<file path="src/rtl/axil_reg_bank.sv">
// AXI4-Lite slave register bank: NUM_REGS registers, the top NUM_RO of which are
// read-only mirrors of status_in. Independent write (AW/W) and read channel FSMs.
module axil_reg_bank #(
  parameter int ADDR_WIDTH = 12,
  parameter int DATA_WIDTH = 32,
  parameter int NUM_REGS   = 16,
  parameter int NUM_RO     = 4,
  parameter logic [DATA_WIDTH-1:0] RESET_VAL = '0
) (
  input  logic                           clk,
  input  logic                           rst,
  input  logic [ADDR_WIDTH-1:0]          s_awaddr,
  input  logic                           s_awvalid,
  output logic                           s_awready,
  input  logic [DATA_WIDTH-1:0]          s_wdata,
  input  logic [DATA_WIDTH/8-1:0]        s_wstrb,
  input  logic                           s_wvalid,
  output logic                           s_wready,
  output logic [1:0]                     s_bresp,
  output logic                           s_bvalid,
  input  logic                           s_bready,
  input  logic [ADDR_WIDTH-1:0]          s_araddr,
  input  logic                           s_arvalid,
  output logic                           s_arready,
  output logic [DATA_WIDTH-1:0]          s_rdata,
  output logic [1:0]                     s_rresp,
  output logic                           s_rvalid,
  input  logic                           s_rready,
  output logic [NUM_REGS*DATA_WIDTH-1:0] reg_q,
  output logic [NUM_REGS-1:0]            reg_wr,
  input  logic [NUM_RO*DATA_WIDTH-1:0]   status_in
);

  localparam int BW     = DATA_WIDTH / 8;
  localparam int AL     = $clog2(BW);
  localparam int IDX_W  = ADDR_WIDTH - AL;
  localparam int NUM_RW = NUM_REGS - NUM_RO;

  localparam logic [1:0] RESP_OKAY   = 2'b00;
  localparam logic [1:0] RESP_SLVERR = 2'b10;

  typedef enum logic {W_IDLE, W_RESP} w_state_t;
  typedef enum logic {R_IDLE, R_RESP} r_state_t;

  w_state_t w_state, w_next;
  r_state_t r_state, r_next;

  logic                  en;
  logic                  aw_held, w_held;
  logic [IDX_W-1:0]      aw_idx_q;
  logic [DATA_WIDTH-1:0] w_data_q;
  logic [BW-1:0]         w_strb_q;

  logic                  aw_fire, w_fire, ar_fire, commit;
  logic [31:0]           w_idx, r_idx;
  logic [DATA_WIDTH-1:0] w_data;
  logic [BW-1:0]         w_strb;
  logic                  w_ok, rd_ok;
  logic [NUM_REGS-1:0]   wr_mask;
  logic [DATA_WIDTH-1:0] rd_val;

  // Byte-offset bits never select anything.
  logic unused_addr_lsb;
  assign unused_addr_lsb = ^{s_awaddr[AL-1:0], s_araddr[AL-1:0]};

  // en keeps the readys low through reset and for the first edge after it.
  assign s_awready = en && !rst && (w_state == W_IDLE) && !aw_held;
  assign s_wready  = en && !rst && (w_state == W_IDLE) && !w_held;
  assign s_arready = en && !rst && (r_state == R_IDLE);
  assign s_bvalid  = (w_state == W_RESP);
  assign s_rvalid  = (r_state == R_RESP);

  assign aw_fire = s_awvalid && s_awready;
  assign w_fire  = s_wvalid && s_wready;
  assign ar_fire = s_arvalid && s_arready;

  always_comb begin
    w_idx = '0;
    w_idx[IDX_W-1:0] = aw_held ? aw_idx_q : s_awaddr[ADDR_WIDTH-1:AL];
    w_data  = w_held ? w_data_q : s_wdata;
    w_strb  = w_held ? w_strb_q : s_wstrb;
    commit  = (w_state == W_IDLE) && (aw_held || aw_fire) && (w_held || w_fire);
    w_ok    = (w_idx < 32'(NUM_RW));
    wr_mask = '0;
    for (int k = 0; k < NUM_REGS; k++) begin
      wr_mask[k] = commit && w_ok && (w_idx == 32'(k));
    end
    w_next = w_state;
    case (w_state)
      W_IDLE: if (commit) w_next = W_RESP;
      W_RESP: if (s_bready) w_next = W_IDLE;
      default: w_next = W_IDLE;
    endcase
  end

  always_ff @(posedge clk) begin
    if (rst) begin
      en       <= 1'b0;
      w_state  <= W_IDLE;
      aw_held  <= 1'b0;
      w_held   <= 1'b0;
      aw_idx_q <= '0;
      w_data_q <= '0;
      w_strb_q <= '0;
      s_bresp  <= RESP_OKAY;
      reg_wr   <= '0;
    end else begin
      en      <= 1'b1;
      w_state <= w_next;
      reg_wr  <= wr_mask;
      if (commit) begin
        aw_held <= 1'b0;
        w_held  <= 1'b0;
        s_bresp <= w_ok ? RESP_OKAY : RESP_SLVERR;
      end else begin
        if (aw_fire) begin
          aw_held  <= 1'b1;
          aw_idx_q <= s_awaddr[ADDR_WIDTH-1:AL];
        end
        if (w_fire) begin
          w_held   <= 1'b1;
          w_data_q <= s_wdata;
          w_strb_q <= s_wstrb;
        end
      end
    end
  end

  for (genvar i = 0; i < NUM_REGS; i++) begin : g_reg
    if (i < NUM_RW) begin : g_rw
      logic [DATA_WIDTH-1:0] q;
      always_ff @(posedge clk) begin
        if (rst) begin
          q <= RESET_VAL;
        end else if (wr_mask[i]) begin
          for (int b = 0; b < BW; b++) begin
            if (w_strb[b]) q[b*8 +: 8] <= w_data[b*8 +: 8];
          end
        end
      end
      assign reg_q[i*DATA_WIDTH +: DATA_WIDTH] = q;
    end else begin : g_ro
      assign reg_q[i*DATA_WIDTH +: DATA_WIDTH] = status_in[(i-NUM_RW)*DATA_WIDTH +: DATA_WIDTH];
    end
  end

  // RW slots of reg_q are registered, so a same-edge write is not yet visible here.
  always_comb begin
    r_idx = '0;
    r_idx[IDX_W-1:0] = s_araddr[ADDR_WIDTH-1:AL];
    rd_ok  = (r_idx < 32'(NUM_REGS));
    rd_val = '0;
    for (int k = 0; k < NUM_REGS; k++) begin
      if (r_idx == 32'(k)) rd_val = reg_q[k*DATA_WIDTH +: DATA_WIDTH];
    end
    r_next = r_state;
    case (r_state)
      R_IDLE: if (ar_fire) r_next = R_RESP;
      R_RESP: if (s_rready) r_next = R_IDLE;
      default: r_next = R_IDLE;
    endcase
  end

  always_ff @(posedge clk) begin
    if (rst) begin
      r_state <= R_IDLE;
      s_rdata <= '0;
      s_rresp <= RESP_OKAY;
    end else begin
      r_state <= r_next;
      if (ar_fire) begin
        s_rdata <= rd_val;
        s_rresp <= rd_ok ? RESP_OKAY : RESP_SLVERR;
      end
    end
  end

endmodule

</file>
<file path="config.mk">
export PLATFORM = sky130hd
export DESIGN_NAME = axil_reg_bank
export DESIGN_NICKNAME = d
export VERILOG_FILES = /design/src/rtl/axil_reg_bank.sv
export SDC_FILE = /design/constraint.sdc
export NUM_CORES = 1
export LEC_CHECK = 0
export BUFFER_PORTS_ARGS = -buffer_cell sky130_fd_sc_hd__buf_2
export CAP_MARGIN = 10
export CORE_AREA = 2 2 295 297
export CTS_CLUSTER_SIZE = 8
export DETAILED_ROUTE_END_ITERATION = 10
export DIE_AREA = 0 0 297 299
export PLACE_DENSITY = 0.55
export SYNTH_ARGS = -nofsm -noshare
export SYNTH_HDL_FRONTEND = slang
export SYNTH_SLANG_ARGS = --single-unit
</file>
<file path="constraint.sdc">
create_clock -name clk -period 3 [get_ports clk]
set_input_delay 0.3 -clock clk [delete_from_list [all_inputs] [get_ports clk]]
set_output_delay 0.3 -clock clk [all_outputs]
set_load 0.005 [all_outputs]
</file>
==> flow_summary.json, run 1 <==
{
  "internal-power_mw": 11.5,
  "detail_route.first_pass.iterations": 7,
  "reg2reg_depth": 6,
  "fmax_mhz": 366,
  "area_growth_syn_to_layout_pct": 30.2,
  "worstMarginPinSlew_ns": 1.04,
  "swShare": 0.272,
  "netlist_instances": 2709,
  "cp-end-kind": "flop",
  "pwr-share-clk": 0.475,
  "crit_path_max_fanout": 20,
  "finalSetupViolCount": 0,
  "synth.distinct_cells": 77,
  "grt_pass1_vias": 23100,
  "final_common_cell": "buf_2",
  "dieArea_um2": 88800,
  "overflow": 0,
  "reg2reg_slack_ns": 0.27,
  "switchingPower_mw": 4.29,
  "fin_crit_sh": 0.910,
  "synth_area_leaders": "dfxtp_1 (40%), mux2i_1 (18%), nand2_1 (8.2%)",
  "dpl.hpwl_um": 109000,
  "drtIter0Drc": 2526,
  "initial_core_util": 0.285,
  "clock_skew_ns": 0.0328,
  "critPathLaunch": "aw_held",
  "clk_path_buf_depth": 3,
  "root_buffer": "clkbuf_16",
  "core_area_um2": 85900,
  "crit_path_cell_trace": "inv_1 > a221oi_4 > o221ai_4 > buf_4 > nor3_4 > mux2i_1",
  "place_congestion": 0.987,
  "yosysWarnings": 0,
  "die_y_um": 299,
  "critPathMaxStageDelay_ns": 0.64,
  "clock_latency_ns": 0.62,
  "power_frac_seq": 0.413,
  "routedWlPerCell_um": 30.3,
  "fp-row-count": 108,
  "ys_dominant_reg_cell": "dfxtp_1",
  "route.detailed.drc": 0,
  "r2r-end": "g_reg[2].g_rw.q[13]",
  "p_leak_nw": 13.1,
  "finalSetupTns_ns": 0,
  "worstPathArrival_ns": 3.23,
  "synth_edf_count": 0,
  "hold_viol": 0,
  "cts_tree": "done",
  "synth_top_area_share": 0.396,
  "cp_slowest_cell": "nor3_4",
  "cts_buffers": 71,
  "routed_wl_um": 140000,
  "hold_class": "in2reg",
  "run_status": "complete, no violations",
  "fp.dieW_um": 297,
  "grt_antenna_before_repair": 37,
  "io_pins": 764,
  "rsz0062_at_grt": "no",
  "power.density_nw_per_um2": 494,
  "path_class": "reg2reg",
  "grt_max_degree": 115,
  "cts_sinks": 485,
  "synth_area_um2": 24500,
  "grt_usage": 0.300,
  "synth.avg_cell_area_um2": 9.05,
  "num_vias": 24600,
  "yosysSeqAreaShare": 0.396,
  "slew_headroom": 0.308,
  "min_to": "s_rdata[10]",
  "drv_slew": 0,
  "comb_power_share": 0.111,
  "power_mw": 15.8,
  "start_kind": "flop",
  "htreeDepth": 3,
  "vias_per_cell": 5.34,
  "drive_gt1_frac": 0.343,
  "ys_ff_latch": 485,
  "hp-start": "status_in[106]",
  "min_period_ns": 2.73,
  "layout_common_cells": "buf_2 (753), nand2_1 (537), dfxtp_1 (484), mux2i_1 (435), buf_4 (153)",
  "fin_nets": 3602,
  "maxCapViolCount": 0,
  "portBuffers": 757,
  "peakVddDrop_v": 0.000373,
  "grt_pass1_wl_um": 190000,
  "hold_depth": 3,
  "synthArstFlopShare": 0,
  "synth_top_area_cell": "dfxtp_1",
  "clk_pin_slew_ns": 0.05,
  "ant_nets": 0,
  "timing.rr.start": "aw_held",
  "critPathRequiredTime_ns": 3.50
}
## Yosys cell counts, types with 7 or more instances
master       n
a21oi_1    135
a2bb2oi_1    9
or3b_2       8
a31oi_1     18
mux2_2      74
a22o_1      17
nand3_1     28
mux2i_1    435
a22oi_1     38
o221ai_1    25
nor2_2      13
clkbuf_1   151
o31ai_1      8
a32oi_1     10
o21a_1      18
mux4_2       7
a221oi_1    10
nor2b_1     12
buf_1       21
o22ai_1     21
o31a_1       8
nor3_4      36
nor4_1       7
nand2b_1    15
o21ai_0    142
o2bb2ai_1    7
inv_1       15
dfxtp_1    485
o211ai_1    18
buf_2       44
a211o_1     10
a211oi_1    11
buf_4      132
nand2_1    537
nor3_1      24
nor2_1      52
## routing by layer
layer / vias to the layer above / global-route usage / routed length, um
met3: 286 / 0.117 / 15700
li1: 10900 / - / -
met1: 12000 / 0.372 / 55800
met5: - / 0 / 46
met4: 6 / 0.139 / 6910
met2: 1387 / 0.458 / 61100
## flip-flops by register name (all words and copies together) (netlist names), 4 cells and up
| name | flops |
|---|---|
| s_rdata | 32 |
| g.g_rw.q | 384 |
| w_strb_q | 4 |
| reg_wr | 16 |
| aw_idx_q | 10 |
| w_data_q | 32 |
## area by class of cell
cell class | count | area, um2
tap | 1155 | 1450
inverter | 17 | 71.3
antenna | 31 | 77.6
clock buffer | 76 | 1850
clock inverter | 6 | 121
multi-input combinational | 1862 | 13000
sequential | 485 | 9710
timing repair buffer | 970 | 5690
fill | 8990 | 54000
## worst max-delay path by stage
stage / to / depth (start not counted)
after floorplan: g_reg[8].g_rw.q[0] / 5
after global placement: s_rdata[28] / 8
after detailed placement: g_reg[2].g_rw.q[13] / 6
after CTS: g_reg[2].g_rw.q[13] / 6
after global routing: g_reg[2].g_rw.q[13] / 6
final: g_reg[2].g_rw.q[13] / 6
## power by group through the flow
stage	logic, mW	registers, mW	clock network (mW)
floorplan	0.900	6.64	0
global placement	1.67	6.65	0
detailed placement	1.68	6.65	0
CTS	1.74	6.52	7.56
global route	1.84	6.52	7.84
finish	1.76	6.52	7.50
## kinds of logic after synthesis
family                 synth area share
AO/OA/AOI/OAI                     0.150
flip-flops                        0.396
AND/OR/NAND/NOR                   0.155
buffers and inverters            0.0792
multiplexers                      0.220
other                          0.000153
## per-stage QoR
step                      hold slack (ns)   util  instances  setup slack (ns)  cell area (um2)
after global routing               0.0461  0.371       4597             0.159            31900
final                              0.0474  0.372       4602             0.271            31900
after detailed placement            0.454  0.342       4440             0.324            29400
after global placement              0.436  0.342       4440             0.360            29400
after floorplan                     0.436      -       2714             0.874            24500
after CTS                          0.0233  0.371       4571             0.276            31900
## worst max-delay path: cells and delay by family (launching register included)
family	cells	cell delay (ns)
simple gates	1	0.64
flops	1	0.57
buf+inv	2	0.55
compound gates	2	0.55
mux	1	0.26
## timing repair
| item | CTS | global route |
|---|---|---|
| resized for setup | 0 | 0 |
| buffers inserted | 0 | 0 |
| hold buffers | 49 | 0 |
| endpoints found under the hold margin | 49 | 0 |
No activity file was read; power rests on OpenSTA's default activity.
==> run 2, diff against run 1 <==
--- a/config.mk
+++ b/config.mk
@@ -11,6 +11,7 @@
 export CTS_CLUSTER_SIZE = 8
 export DETAILED_ROUTE_END_ITERATION = 10
 export DIE_AREA = 0 0 297 299
+export MAX_ROUTING_LAYER = met4
 export PLACE_DENSITY = 0.55
 export SYNTH_ARGS = -nofsm -noshare
 export SYNTH_HDL_FRONTEND = slang
==> run 2 against run 1 <==
Combinational power about the same. Clock skew shrank 0.0093 ns. Worst setup slack improved by 0.033 ns. Critical path type unchanged. Critical endpoint is now g_reg[3].g_rw.q[10]. Largest cell class unchanged.
==> flow_summary.json, run 2 (synthesis gave the netlist of run 1 again) <==
{
  "initial_core_util": 0.285,
  "area_growth_syn_to_layout_pct": 30.3,
  "setup_ws_ns": 0.304,
  "die_y_um": 299,
  "grt_pass1_wl_um": 190000,
  "io_pins": 764,
  "layout_common_cells": "buf_2 (753), nand2_1 (537), dfxtp_1 (484), mux2i_1 (435), buf_4 (159)",
  "final_common_cell": "buf_2",
  "hold_class": "in2reg",
  "portBuffers": 757,
  "cts_resized": 0,
  "core_area_um2": 85900,
  "min_period_ns": 2.70,
  "run_status": "complete, no violations",
  "critPathMaxStageDelay_ns": 0.62,
  "rsz0062_at_grt": "no",
  "largest_register": "g.g_rw.q",
  "worstMarginPinSlew_ns": 1.08,
  "dpl.hpwl_um": 110000,
  "largest_reg_flops": 384,
  "clock_skew_ns": 0.0235,
  "worstPathArrival_ns": 3.21,
  "fmax_mhz": 371,
  "finalSetupViolCount": 0,
  "fin_util": 0.372,
  "detail_route.first_pass.iterations": 8,
  "power_mw": 15.8,
  "cts_tree": "done",
  "hold_viol": 0,
  "fp-row-count": 108,
  "crit_path_max_fanout": 20,
  "cp-end-kind": "flop",
  "routed_wl_um": 140000,
  "num_vias": 24700,
  "hold_slack_ns": 0.0420,
  "clock_latency_ns": 0.63,
  "clk_pin_slew_ns": 0.05,
  "maxCapViolCount": 0,
  "root_buffer": "clkbuf_16",
  "grt_pass1_vias": 23000,
  "fin_crit_sh": 0.899,
  "cts_sinks": 485,
  "start_kind": "flop",
  "clk_path_buf_depth": 3,
  "grt_max_degree": 81,
  "critPathRequiredTime_ns": 3.52,
  "cts_buffers": 72,
  "htreeDepth": 3,
  "fin_nets": 3608,
  "finalSetupTns_ns": 0,
  "slew_headroom": 0.280,
  "crit_path_cell_trace": "inv_1 > a221oi_4 > o221ai_4 > buf_4 > nor3_4 > mux2i_1",
  "drtIter0Drc": 2373,
  "peakVddDrop_v": 0.000331,
  "reg_top3": "g.g_rw.q x384, s_rdata x32, w_data_q x32",
  "ant_nets": 0,
  "vias_per_cell": 5.35,
  "cp_slowest_cell": "nor3_4",
  "power.density_nw_per_um2": 494,
  "grt_usage": 0.310,
  "drive_gt1_frac": 0.344,
  "place_ws_ns": 0.363,
  "dieArea_um2": 88800,
  "path_class": "reg2reg",
  "place_congestion": 0.981,
  "routedWlPerCell_um": 30.3,
  "nFillCells": 9016,
  "p_leak_nw": 13.1,
  "drv_slew": 0,
  "grt_antenna_before_repair": 38,
  "overflow": 0,
  "fp.dieW_um": 297,
  "route.detailed.drc": 0
}
[run 2: cell count changes in the layout (fill, tap and decap cells not counted), moves of 2 or more]
cell,before,now
clkinv_2,0,3
diode_2,31,33
buf_12,13,11
clkbuf_8,4,1
clkbuf_1,1,6
clkinv_8,2,4
buf_4,153,159
[run 2: path summary, 6_finish.rpt]
kind	start	end	slack, ns	depth (start not counted)
setup / recovery	aw_held	g_reg[3].g_rw.q[10]	0.30	6
hold / removal	status_in[86]	s_rdata[22]	0.04	3
setup reg to reg	aw_held	g_reg[3].g_rw.q[10]	0.30	6
hold reg to reg	s_rdata[22]	s_rdata[22]	0.46	2
[run 2: per-stage QoR]
| stage | cell area [um2] | cells |
|---|---|---|
| finish | 32000 | 4616 |
| global route | 32000 | 4614 |
| CTS | 31900 | 4583 |
| detailed placement | 29400 | 4444 |
| global placement | 29400 | 4444 |
| floorplan | 24500 | 2714 |
[run 2: layer usage]
metal	GRT usage	part of all wire	vias up
met1	0.379	0.41	12200
met4	0.137	0.045	0
li1	-	-	10900
met2	0.463	0.44	1322
met5	-	0	-
met3	0.104	0.11	246
[run 2: layout make-up]
type | count | area, um2 | share of cell area
clock buffer | 79 | 1850 | 0.0579
inverter | 17 | 71.3 | 0.00223
tap | 1155 | 1450 | 0.0452
timing repair buffer | 975 | 5710 | 0.179
clock inverter | 10 | 128 | 0.00399
multi-input combinational | 1862 | 13000 | 0.406
antenna | 33 | 82.6 | 0.00258
sequential | 485 | 9710 | 0.304
[run 2: where the power goes]
part           leakage, nW  switching [mW]  internal [mW]
combinational         8.24            1.18          0.568
sequential            3.91          0.0294           6.49
clock                0.969            3.10           4.42
[run 2: what timing repair did]
| action | in CTS | in global routing |
|---|---|---|
| setup buffers | 0 | 0 |
| endpoints found under the hold margin | 50 | 0 |
| hold buffers | 50 | 0 |
[run 2: critical path, delay by kind of cell (launching register included)]
family	cells	cell delay, ns
simple gates	1	0.62
buf+inv	2	0.58
compound gates	2	0.53
mux	1	0.26
flops	1	0.56
